`src/rtl/pump_seq_pkg.sv`:
```
// rtl/pump_seq_pkg.sv - shared types and widths for the pump sequencer
package pump_seq_pkg;

    localparam int DUTY_W = 8;

    // Encoding doubles as the owner output word.
    typedef enum logic [1:0] {
        OWN_NONE = 2'b00,
        OWN_A    = 2'b01,
        OWN_B    = 2'b10,
        OWN_DEAD = 2'b11
    } owner_t;

    typedef enum logic [1:0] {
        B_OFF  = 2'b00,
        B_MIN  = 2'b01,
        B_MAX  = 2'b10,
        B_RSVD = 2'b11
    } b_mode_t;

endpackage

```
`src/rtl/duty_ramp.sv`:
```
// rtl/duty_ramp.sv - soft-start tick counter with saturating duty step adder
module duty_ramp
    import pump_seq_pkg::*;
#(
    parameter int RAMP_TICK_CYCLES = 50000,
    parameter int RAMP_STEP        = 16
) (
    input  logic              clk,
    input  logic              reset,
    input  logic              enable,
    input  logic              clear,
    input  logic [DUTY_W-1:0] target,
    output logic [DUTY_W-1:0] duty,
    output logic              below
);

    localparam int TICK_W = (RAMP_TICK_CYCLES > 1) ? $clog2(RAMP_TICK_CYCLES) : 1;
    localparam logic [TICK_W-1:0] TICK_LAST = TICK_W'(RAMP_TICK_CYCLES - 1);
    localparam logic [DUTY_W:0]   STEP      = (DUTY_W + 1)'(RAMP_STEP);

    logic [TICK_W-1:0] tick, tick_nxt;
    logic [DUTY_W-1:0] duty_nxt;
    logic [DUTY_W:0]   sum;

    always_comb begin
        tick_nxt = tick;
        duty_nxt = duty;
        sum      = {1'b0, duty} + STEP;
        if (clear) begin
            tick_nxt = '0;
            duty_nxt = '0;
        end else if (enable) begin
            // Tick phase keeps running through target changes so a raised target resumes on the same cadence.
            tick_nxt = (tick == TICK_LAST) ? '0 : tick + TICK_W'(1);
            if (duty > target) begin
                duty_nxt = target;
            end else if (tick == TICK_LAST) begin
                duty_nxt = (sum > {1'b0, target}) ? target : sum[DUTY_W-1:0];
            end
        end
    end

    always_ff @(posedge clk or posedge reset) begin
        if (reset) begin
            tick  <= '0;
            duty  <= '0;
            below <= 1'b0;
        end else begin
            tick  <= tick_nxt;
            duty  <= duty_nxt;
            below <= !clear && (duty_nxt < target);
        end
    end

endmodule

```
`src/rtl/pump_sequencer.sv`:
```
// rtl/pump_sequencer.sv - two-pump ownership arbiter with dead time and soft-start ramps
module pump_sequencer
    import pump_seq_pkg::*;
#(
    parameter int RAMP_TICK_CYCLES = 50000,
    parameter int RAMP_STEP        = 16,
    parameter int DEAD_TIME_CYCLES = 500000,
    parameter int DUTY_A           = 255,
    parameter int DUTY_B_MIN       = 96,
    parameter int DUTY_B_MAX       = 255
) (
    input  logic              clk,
    input  logic              reset,
    input  logic              pump_a_req,
    input  logic [1:0]        pump_b_mode,
    output logic [DUTY_W-1:0] duty_a,
    output logic [DUTY_W-1:0] duty_b,
    output logic [1:0]        owner,
    output logic              ramping
);

    localparam int DEAD_W = (DEAD_TIME_CYCLES > 1) ? $clog2(DEAD_TIME_CYCLES) : 1;
    localparam logic [DEAD_W-1:0] DEAD_LOAD = DEAD_W'(DEAD_TIME_CYCLES - 1);

    owner_t            state, state_nxt;
    b_mode_t           b_mode_q, b_eff;
    logic [DEAD_W-1:0] dead_cnt;
    logic [DUTY_W-1:0] target_b;
    logic              b_req, below_a, below_b;

    always_comb begin
        // Reserved mode code means "keep whatever B was last asked to do".
        b_eff = b_mode_t'(pump_b_mode);
        if (b_eff == B_RSVD) begin
            b_eff = b_mode_q;
        end
        b_req = (b_eff == B_MIN) || (b_eff == B_MAX);

        case (b_eff)
            B_MIN:   target_b = DUTY_W'(DUTY_B_MIN);
            B_MAX:   target_b = DUTY_W'(DUTY_B_MAX);
            default: target_b = '0;
        endcase

        state_nxt = state;
        case (state)
            OWN_NONE: begin
                if (b_req) begin
                    state_nxt = OWN_B;
                end else if (pump_a_req) begin
                    state_nxt = OWN_A;
                end
            end
            OWN_A:    if (!pump_a_req || b_req) state_nxt = OWN_DEAD;
            OWN_B:    if (!b_req) state_nxt = OWN_DEAD;
            OWN_DEAD: if (dead_cnt == '0) state_nxt = OWN_NONE;
            default:  state_nxt = OWN_NONE;
        endcase
    end

    always_ff @(posedge clk or posedge reset) begin
        if (reset) begin
            state    <= OWN_NONE;
            b_mode_q <= B_OFF;
            dead_cnt <= '0;
        end else begin
            state    <= state_nxt;
            b_mode_q <= b_eff;
            if (state_nxt == OWN_DEAD && state != OWN_DEAD) begin
                dead_cnt <= DEAD_LOAD;
            end else if (dead_cnt != '0) begin
                dead_cnt <= dead_cnt - DEAD_W'(1);
            end
        end
    end

    // Clearing on the next state zeroes a duty in the same edge its pump loses ownership.
    duty_ramp #(
        .RAMP_TICK_CYCLES(RAMP_TICK_CYCLES),
        .RAMP_STEP       (RAMP_STEP)
    ) u_ramp_a (
        .clk   (clk),
        .reset (reset),
        .enable(state == OWN_A),
        .clear (state_nxt != OWN_A),
        .target(DUTY_W'(DUTY_A)),
        .duty  (duty_a),
        .below (below_a)
    );

    duty_ramp #(
        .RAMP_TICK_CYCLES(RAMP_TICK_CYCLES),
        .RAMP_STEP       (RAMP_STEP)
    ) u_ramp_b (
        .clk   (clk),
        .reset (reset),
        .enable(state == OWN_B),
        .clear (state_nxt != OWN_B),
        .target(target_b),
        .duty  (duty_b),
        .below (below_b)
    );

    assign owner   = state;
    assign ramping = below_a | below_b;

endmodule

```
`config.mk`:
```
export PLATFORM = sky130hd
export DESIGN_NAME = pump_sequencer
export DESIGN_NICKNAME = d
export VERILOG_FILES = /design/src/rtl/pump_seq_pkg.sv /design/src/rtl/duty_ramp.sv /design/src/rtl/pump_sequencer.sv
export SDC_FILE = /design/constraint.sdc
export NUM_CORES = 1
export LEC_CHECK = 0
export BUFFER_PORTS_ARGS = -buffer_cell sky130_fd_sc_hd__buf_4
export CAP_MARGIN = 20
export CELL_PAD_IN_SITES_DETAIL_PLACEMENT = 1
export CELL_PAD_IN_SITES_GLOBAL_PLACEMENT = 2
export CORE_MARGIN = 2
export CORE_UTILIZATION = 39
export CTS_BUF_LIST = sky130_fd_sc_hd__clkbuf_4 sky130_fd_sc_hd__clkbuf_8 sky130_fd_sc_hd__clkbuf_16
export DETAILED_ROUTE_END_ITERATION = 8
export GPL_TIMING_DRIVEN = 1
export PLACE_DENSITY = 0.91
export SETUP_SLACK_MARGIN = 0.15
export SYNTH_ARGS = -nofsm -noshare
export SYNTH_HDL_FRONTEND = slang
export SYNTH_SLANG_ARGS = --single-unit
```
`constraint.sdc`:
```
create_clock -name clk -period 5 [get_ports clk]
set_input_delay 0.25 -clock clk [delete_from_list [all_inputs] [get_ports clk]]
set_output_delay 0.25 -clock clk [all_outputs]
set_load 0.01 [all_outputs]
```
; Word level (Yosys, flattened, before mapping)
; Index checks and enable logic that the tools add are counted.
[totals]
register_bits = 73
out_inout_bits = 19
in_bits = 5
word_cells = 73
[classes]
mux = 26
n_lt_le_gt_ge = 6
n_reduce_logical = 14
addsub = 5
n_bitwise = 1
eq_ne = 12
[op_table]
columns = cell, n
row1 = 16-bit 2-to-1 mux, 6
row2 = 8-bit 2-to-1 mux, 10
row3 = 19-bit 2-to-1 mux, 2
row4 = "16-bit by 1-bit adder with 16-bit output, second input constant", 2
row5 = "16-bit == test, second input constant", 2
row6 = 19-bit zero test, 1
row7 = 19-bit nonzero test, 1
row8 = "19-bit by 1-bit subtractor with 19-bit output, second input constant", 1
row9 = "8-bit by 5-bit adder with 9-bit output, second input constant", 2
row10 = 8-bit case mux with 2 select lines, 1
row11 = 2-bit 2-to-1 mux, 6
row12 = "2-bit == test, second input constant", 5
row13 = 9-bit by 8-bit greater-than comparator with 1-bit output, 1
row14 = "9-bit by 8-bit greater-than comparator with 1-bit output, second input constant", 1
row15 = 8-bit greater-than comparator, 1
row16 = "8-bit greater-than comparator, second input constant", 1
row17 = 8-bit less-than comparator, 1
row18 = "8-bit less-than comparator, second input constant", 1
row19 = 2-bit case mux with 4 select lines, 1
row20 = 2-bit nonzero test, 3
row21 = "2-bit by 1-bit == test with 1-bit output, second input constant", 2
row22 = "2-bit inequality test, second input constant", 2
row23 = 1-bit logical AND, 3
row24 = 1-bit zero test, 3
row25 = 4 further kinds, 5

; Longest topological paths before layout
; Gate-level depths: netlist of run 1.
[depth]
word_depth = 12
depth_mapped = 17
depth_no_buf = 17

; Cells and area by module
; A second synthesis of run 1 with hierarchy kept.
[unflattened]
cells_unflattened = 579
area_unflattened_um2 = 5185.0
[modules_own_cells]
columns = mod, seq_area_each_um2, cells_each, n_inst, area_each_um2
row1 = duty_ramp at u_ramp_a, 625.6, 225, 1, 1973.1
row2 = duty_ramp at u_ramp_b, 625.6, 215, 1, 1906.8
row3 = pump_sequencer, 575.6, 139, 1, 1305.0

; Worst setup path before layout of run 1
; Ideal clock, no wire load.
[synth_timing]
path_type = reg2reg
start = register b_mode_q[0]
end = register u_ramp_b.below
setup_ps = 83
slack_ps = 1192
synth_period_minus_slack_ps = 3808
arrival_ps = 3725
t_required_ps = 4917
stages_incl_launch_ff = 17
n_path_buf = 0
path_cell_list = dfrtp_1 o21ai_0 ha_1 inv_1 ha_1 nor2b_1 o211a_1 o31ai_1 o2bb2ai_1 nand3_1 o221a_2 ha_1 a21o_1 a21o_1 a2111oi_0 nand2_1 o21ai_0
[synth_via]
elab_chain_len = 11
word_cells_on_any_way = 21
cone_classes = 3 x order compare / 3 x eq/ne / 11 x mux / 4 x reduce/logical
[synth_lines]
columns = element, line_no
row1 = "start, declared", pump_sequencer.sv:26  ; b_mode_t b_mode_q, b_eff;
row2 = "start signal, assigned", pump_sequencer.sv:64  ; b_mode_q <= B_OFF;
row3 = "start signal, assigned", pump_sequencer.sv:68  ; b_mode_q <= b_eff;
row4 = 2-bit 2-to-1 mux *, pump_sequencer.sv:34  ; if (b_eff == B_RSVD) begin
row5 = 2-bit == test / 2-bit by 1-bit == test with 1-bit output (equally long branches), "pump_sequencer.sv:37, pump_sequencer.sv:39"
row6 = 8-bit case mux with 2 select lines, pump_sequencer.sv:39  ; case (b_eff)
row7 = 9-bit by 8-bit greater-than comparator with 1-bit output, duty_ramp.sv:38  ; duty_nxt = (sum > {1'b0, target}) ? target : sum[DUTY_W-1:0];
row8 = 8-bit 2-to-1 mux, duty_ramp.sv:38
row9 = 8-bit 2-to-1 mux, duty_ramp.sv:37  ; end else if (tick == TICK_LAST) begin
row10 = 8-bit 2-to-1 mux, duty_ramp.sv:35  ; if (duty > target) begin
row11 = 8-bit 2-to-1 mux, duty_ramp.sv:32  ; end else if (enable) begin
row12 = 8-bit 2-to-1 mux *, duty_ramp.sv:29  ; if (clear) begin
row13 = via u_ramp_b.duty_nxt[5], duty_ramp.sv:22  ; logic [DUTY_W-1:0] duty_nxt;
row14 = 8-bit less-than comparator *, duty_ramp.sv:51  ; below <= !clear && (duty_nxt < target);
row15 = 1-bit logical AND *, duty_ramp.sv:51
row16 = "end signal, assigned", duty_ramp.sv:51
row17 = "end, declared", duty_ramp.sv:14  ; output logic below
; The timed path passes the listed nets; every way through them passes the cells marked *.
; A chain may end at the register's enable or synchronous reset.

; Worst setup path after layout of run 1
; Same ends and word-level chain as after synthesis.

==> run_results.csv, run 1 <==
group,metric,value,unit
status,run_status,"finished, final reports clean",
timing,worst-slew-pin-transition,978,ps
timing,rsz0062_at_grt,"false",
final_layout,antenna-diode-count,0,
die,placementRows,38,
power_and_ir_drop,netSwitchingPower,368,uW
setup_path,required,5260,ps
clock_tree,cts_buffer_depth,2,
timing,achievable_clock_frequency,0.229,GHz
clock_tree,later_pin_clock_latency_in_the_skew_report,340,ps
timing,fin_setup_tns,0,ps
clock_tree,clk_root_buffer_cell,"sky130_fd_sc_hd__clkbuf_8",
drt,vias,3540,
synth,mappedNetlistNets,496,
power_and_ir_drop,ir_worst_vdd,0.196,mV
die,initial_utilization,0.399,
grt,grt_antenna_before_repair,0,
synth,synthDominantCellAreaShare,0.425,
drt,wirelength,10200,um
timing,hold_viol,0,
synth,total_of_flip_flops_plus_latches_after_synthesis,73,
hold_path,holdCritPathClass,"primary input to flip-flop",
final_layout,area_growth_syn_to_layout,12.2,%
power_and_ir_drop,cellLeakagePower,0.00208,uW
placement,dpl_worst_slack,529,ps
synth,synth_async_sr_flop_share,1.00,
synth,synth.distinct_cells,59,
setup_path,timing.critical_path.from_type,"flip-flop",
setup_path,path_cells,"o21ai_0 -> ha_1 -> inv_1 -> ha_1 -> nor2b_1 -> o211a_1 -> o31ai_1 -> o2bb2ai_1 -> a21oi_1 -> a211oi_1 -> ha_1 -> nand4_1 -> nor2_1 -> a2111oi_2 -> nand2_1 -> o21ai_0",
grt,globalRoute.totalOverflow,0,
power_and_ir_drop,net_switching_fraction_of_the_power,0.275,
synth,synthMostInstantiatedCell,"sky130_fd_sc_hd__dfrtp_1",
drt,avgViaCountPerCell,5.57,
die,pin_count,24,
timing,fin_crit_sh,0.873,
placement,routabilityCongestion,0.898,
die,core_area,0.0108,mm^2
timing,slew_headroom,0.348,
setup_path,critical_path.most_common_cell,"sky130_fd_sc_hd__ha_1",
die,die-width,109,um
placement,detailedPlacementHpwl,7320,um
drt,drcViolationCount,0,
clock_tree,tritoncts.num_buffers,9,
synth,synth.cells.most_frequent,"73 x sky130_fd_sc_hd__dfrtp_1, 51 x sky130_fd_sc_hd__nor2_1, 45 x sky130_fd_sc_hd__nand2_1, 27 x sky130_fd_sc_hd__a21oi_1, 26 x sky130_fd_sc_hd__ha_1",
setup_path,crit_path_end_kind,"flip-flop",
timing,timing.final.setup_violations,0,
die,die-area,0.0119,mm^2
synth,synth-edff-count,0,
power_and_ir_drop,share_clk_of_total_power,0.359,
power_and_ir_drop,pwr-share-comb,0.122,
drt,routedWlPerCell,16.1,um
final_layout,drive_above_1_share,0.111,
setup_path,critical_path.max_stage_delay,400,ps
synth,netlist_area,0.00430,mm^2
grt,grt_first_pass_wirelength,17800,um
setup_path,timing_worst_setup_path_type,"flip-flop to flip-flop",
synth,synth.yosys.seq_area_share,0.425,
drt,drt-pass1-iter-count,4,
clock_tree,h-tree-depth,3,
clock_tree,clock_sink_count,73,
synth,synthDominantAreaCellType,"sky130_fd_sc_hd__dfrtp_1",
power_and_ir_drop,power_density,277,mW/mm^2
grt,grt_max_degree,74,
timing,final.setup_skew,10.4,ps
clock_tree,tritoncts,"built",
power_and_ir_drop,power_frac_seq,0.519,
drt,ant_nets,0,
setup_path,highest_net_fanout_along_the_worst_path,15,
placement,io_buffer_count,23,
synth,yosys_most_used_dff,"sky130_fd_sc_hd__dfrtp_1",
power_and_ir_drop,internal_power,970,uW
final_layout,nNetsFinal,521,
grt,via_count_of_the_first_global_routing_pass,3636,
synth,yosys_warnings,0,
synth,netlist_top_cells_area,"sky130_fd_sc_hd__dfrtp_1 42%, sky130_fd_sc_hd__ha_1 7.6%, sky130_fd_sc_hd__nor2_1 4.4%",
setup_path,slowest_stage,"sky130_fd_sc_hd__a2111oi_2",
drt,drt_iter0_markers,177,
clock_tree,clkTransAtPathRegs,80,ps
timing,final_min_period,4360,ps
timing,fin_ws,636,ps
synth,synthesis.instances,465,
clock_tree,cts_hold_buffers,0,
die,die_y,109,um
synth,syn_avg_cell_area,9.25,um^2
setup_path,arrival,4630,ps
timing,timing_max_transition_violations_final,0,
final_layout,fillCellCount,1247,
grt,combined_global_route_utilization_of_all_metal_layers,0.186,
job,drv_cap,0,
path summary, 6_finish.rpt:
path / slack [ps] / endpoint / start / cells past startpoint
max: 640 / u_ramp_b.below / b_mode_q[0] / 16
min: 110 / b_mode_q[1] / pump_b_mode[0] / 2
max reg2reg: 640 / u_ramp_b.below / b_mode_q[0] / 16
min reg2reg: 520 / u_ramp_a.tick[0] / u_ramp_a.tick[0] / 1
max in group asynchronous: 4150 / u_ramp_b.tick[6] / reset / 3
min in group asynchronous: 160 / dead_cnt[1] / reset / 3
power groups by stage:
stage,clock network [uW],logic [uW],registers (uW)
2_1_floorplan,0,141,680
3_5_place_dp,0,166,704
6_report,480,164,694
5_1_grt,516,192,703
3_3_place_gp,0,155,700
4_1_cts,494,166,693
per-layer routing:
layer	part of all wire	vias to the layer above	global-route usage
met4	0.0089	0	0.0430
met3	0.031	8	0.0389
met2	0.47	45	0.301
met5	0	-	0
met1	0.49	1761	0.255
li1	-	1726	-
registers in the layout, summed over array words and instances (netlist names):
signal and flops:
u_ramp_a.duty 8, u_ramp_a.below 1, u_ramp_b.below 1, dead_cnt 19
owner 2, b_mode_q 2, u_ramp_a.tick 16, u_ramp_b.duty 8
u_ramp_b.tick 16
final cells by class:
type / instances / area (um^2) / share of cell area
Inverter: 16 / 60.1 / 0.0124
Multi-Input combinational cell: 364 / 2370 / 0.491
Timing Repair Buffer: 26 / 195 / 0.0404
Tap cell: 140 / 175 / 0.0363
Clock inverter: 3 / 40.0 / 0.00829
Clock buffer: 13 / 160 / 0.0332
Sequential cell: 73 / 1830 / 0.378
critical path: cells and delay by family (launching register included):
family,cells,cell delay (ps)
compound gates,8,2250
simple gates,4,430
fa+ha+maj,3,960
buf+inv,1,270
flops,1,360
placed cells by master, fill, tap and decap left out, drive strengths merged, types with 2 or more instances in the layout:
master | synthesis | layout
nor4bb | 2 | 2
or2 | 4 | 4
ha | 26 | 26
nand4 | 10 | 10
nor4 | 7 | 7
or3 | 8 | 8
nor4b | 6 | 6
o211ai | 3 | 3
and4b | 3 | 3
a31oi | 4 | 4
o21ai | 29 | 29
nand3 | 16 | 16
and3 | 15 | 15
and4 | 5 | 5
dfrtp | 73 | 73
and2 | 6 | 6
a21o | 5 | 5
buf | 2 | 26
o41ai | 2 | 2
nand2 | 45 | 45
o211a | 3 | 3
xnor2 | 16 | 16
inv | 15 | 15
clkbuf | 10 | 13
nand3b | 5 | 5
nor2 | 51 | 51
clkinv | 1 | 3
nor3 | 9 | 9
a21oi | 27 | 27
xor2 | 18 | 18
a211oi | 4 | 4
or4 | 2 | 2
nor2b | 7 | 7
nand2b | 5 | 5
o31ai | 5 | 5
stage by stage:
stage / power (uW) / hold WS [ps] / std cells / area, um^2 / utilization
2_1_floorplan: 821 / 352 / 465 / 4300 / -
3_3_place_gp: 855 / 453 / 619 / 4620 / 0.428
3_5_place_dp: 870 / 472 / 619 / 4620 / 0.428
4_1_cts: 1350 / 95.0 / 635 / 4820 / 0.447
5_1_grt: 1410 / 111 / 635 / 4830 / 0.447
6_report: 1340 / 106 / 635 / 4830 / 0.447
logic make-up (layout without fill, tap and decap cells):
family | Yosys count | count (layout) | share of synthesized area
AO/OA/AOI/OAI | 94 | 94 | 0.138
AND/OR/NAND/NOR | 209 | 209 | 0.264
buffers and inverters | 28 | 58 | 0.0256
XOR/XNOR | 34 | 34 | 0.0692
adder cells (fa/ha/maj) | 27 | 27 | 0.0779
flip-flops | 73 | 73 | 0.425
timing repair:
action	CTS	global route
endpoints found under the setup margin	0	1
setup buffers	0	0
resized for setup	0	2
Power figures use the tool's default switching activity.
==> inputs of run 2 (changes only) <==
Clock period 5 ns to 4.3 ns, I/O delays scaled along.
==> run_results.csv, run 2 (synthesized netlist as in run 1, its figures left out) <==
group,metric,value,unit
power_and_ir_drop,cellLeakagePower,0.00209,uW
power_and_ir_drop,overall_power,1570,uW
placement,io_buffer_count,23,
clock_tree,clkTransAtPathRegs,80,ps
drt,routed-wl-met2,5390,um
die,die-width,109,um
clock_tree,cts_setup_buffers,0,
power_and_ir_drop,pwr-share-comb,0.127,
final_layout,nNetsFinal,524,
clock_tree,clk_root_buffer_cell,"sky130_fd_sc_hd__clkbuf_8",
power_and_ir_drop,share_clk_of_total_power,0.358,
power_and_ir_drop,power_frac_seq,0.514,
drt,drt_iter0_markers,165,
status,run_status,"finished, final reports clean",
grt,via_count_of_the_first_global_routing_pass,3766,
setup_path,required,4570,ps
die,die-area,0.0119,mm^2
power_and_ir_drop,netSwitchingPower,447,uW
hold_path,worst_hold_path.num_cells,2,
grt,combined_global_route_utilization_of_all_metal_layers,0.196,
timing,hold_viol,0,
placement,routabilityCongestion,0.862,
clock_tree,later_pin_clock_latency_in_the_skew_report,350,ps
final_layout,fillCellCount,1252,
hold_path,min_from,"pump_b_mode[0]",
drt,ant_nets,0,
placement,detailedPlacementHpwl,7760,um
die,core_area,0.0108,mm^2
setup_path,path_cells,"inv_1 -> a21oi_2 -> ha_2 -> inv_2 -> ha_1 -> nand4_1 -> nor4b_1 -> a31o_2 -> or3_1 -> a2111o_1 -> o21ai_0 -> ha_1 -> a21oi_1 -> nor2_1 -> a2111oi_4 -> nand2_1 -> o21ai_0",
final_layout,largest_register_ff_count,19,
clock_tree,clock_sink_count,73,
drt,m1WireLength,5110,um
timing,fin_setup_tns,0,ps
placement,place_inst,620,
final_layout,area_growth_syn_to_layout,14.2,%
timing,slew_headroom,0.540,
final_layout,drive_above_1_share,0.133,
timing,final_min_period,3870,ps
clock_tree,tritoncts.num_buffers,9,
final_layout,area_of_the_multi_input_gates,0.00242,mm^2
setup_path,cp-startpoint,"b_mode_q[1]",
timing,timing.final.setup_violations,0,
setup_path,worst_reg_to_reg_setup_slack,430,ps
power_and_ir_drop,power_density,319,mW/mm^2
die,die_y,109,um
final_layout,final-seq-area,0.00183,mm^2
drt,topRoutingLayerUsed,"met4",
final_layout,reg_top3,"dead_cnt x19, u_ramp_a.tick x16, u_ramp_b.tick x16",
setup_path,timing_worst_setup_path_type,"flip-flop to flip-flop",
clock_tree,tritoncts,"built",
clock_tree,h-tree-depth,3,
timing,timing_max_transition_violations_final,0,
timing,rsz0062_at_grt,"false",
final_layout,instances_no_fill,638,
final_layout,most_used_cells_in_the_layout_excluding_fill_and_tap_cells,"73 x sky130_fd_sc_hd__dfrtp_1, 51 x sky130_fd_sc_hd__nor2_1, 45 x sky130_fd_sc_hd__nand2_1, 27 x sky130_fd_sc_hd__buf_4",
timing,final.setup_skew,13.4,ps
die,placementRows,38,
job,drv_cap,0,
setup_path,critical_path.max_stage_delay,450,ps
timing,fin_crit_sh,0.899,
grt,grt_max_degree,49,
setup_path,crit_path_end_kind,"flip-flop",
die,initial_utilization,0.399,
power_and_ir_drop,ir_worst_vdd,0.246,mV
final_layout,layout_commonest_cell,"sky130_fd_sc_hd__dfrtp_1",
drt,drt-pass1-iter-count,5,
drt,avgViaCountPerCell,5.57,
setup_path,worstRegToRegCells,17,
die,pin_count,24,
timing,worst-slew-pin-transition,685,ps
hold_path,hold_end,"b_mode_q[1]",
setup_path,slowest_stage,"sky130_fd_sc_hd__a2111o_1",
timing,achievable_clock_frequency,0.259,GHz
drt,wl_met3,230,um
grt,grt_antenna_before_repair,0,
drt,wirelength,10800,um
drt,vias,3553,
final_layout,antenna-diode-count,0,
setup_path,highest_net_fanout_along_the_worst_path,10,
grt,globalRoute.totalOverflow,0,
setup_path,arrival,4130,ps
drt,drcViolationCount,0,
setup_path,r2r-start,"b_mode_q[1]",
setup_path,crit-reg2reg-capture,"u_ramp_b.below",
drt,routedWlPerCell,17.0,um
setup_path,timing.critical_path.from_type,"flip-flop",
final_layout,largest_register,"dead_cnt",
power_and_ir_drop,net_switching_fraction_of_the_power,0.285,
grt,grt_first_pass_wirelength,18300,um
hold_path,holdCritPathClass,"primary input to flip-flop",
clock_tree,cts_buffer_depth,2,
power_and_ir_drop,internal_power,1120,uW
[run 2: timing repair]
action                                 4_1_cts  5_1_grt
gates resized for setup                      7        6
endpoints found under the hold margin        0       13
hold buffers                                 0        1
pin swaps                                    0        1
setup endpoints to repair                    1        1
[run 2: how the worst max path moves through the flow]
stage / end / slack (ps) / cells past startpoint
floorplan: u_ramp_b.below / 490 / 16
global placement: u_ramp_b.below / 270 / 18
detailed placement: u_ramp_b.below / -20 / 18
CTS: u_ramp_b.below / 160 / 17
global route: u_ramp_b.below / 170 / 17
finish: u_ramp_b.below / 430 / 17
[run 2: layout make-up]
type,instances,share of cell area
Multi-Input combinational cell,364,0.492
Sequential cell,73,0.372
Timing Repair Buffer,29,0.0473
Tap cell,140,0.0356
Clock buffer,11,0.0295
Inverter,16,0.0122
Clock inverter,5,0.0112
[run 2: metal layers]
layer,up-vias,track usage
met5,-,0
met3,7,0.0448
met4,0,0.0495
met2,35,0.326
met1,1781,0.257
li1,1730,-
[run 2: worst max-delay path: cells and delay by family, from the launching register on]
family          cells  cell delay [ps]
compound gates      7             1640
buf+inv             2              150
simple gates        5              800
flops               1              340
fa+ha+maj           3              860
[run 2: power by group through the flow]
stage                     Clock, uW  Sequential (uW)  Combinational [uW]
after floorplan                   0              791                 164
after global placement            0              815                 182
after detailed placement          0              817                 195
final                           561              806                 200
after global routing            610              819                 228
after CTS                       576              805                 199
[run 2: stage by stage]
stage	setup slack, ps	util	hold WS, ps	cell area (um^2)
3_3_place_gp	267	0.429	415	4630
3_5_place_dp	-16.9	0.429	435	4630
5_1_grt	170	0.455	23.1	4920
6_report	434	0.455	51.5	4920
2_1_floorplan	492	-	317	4300
4_1_cts	163	0.450	42.8	4860
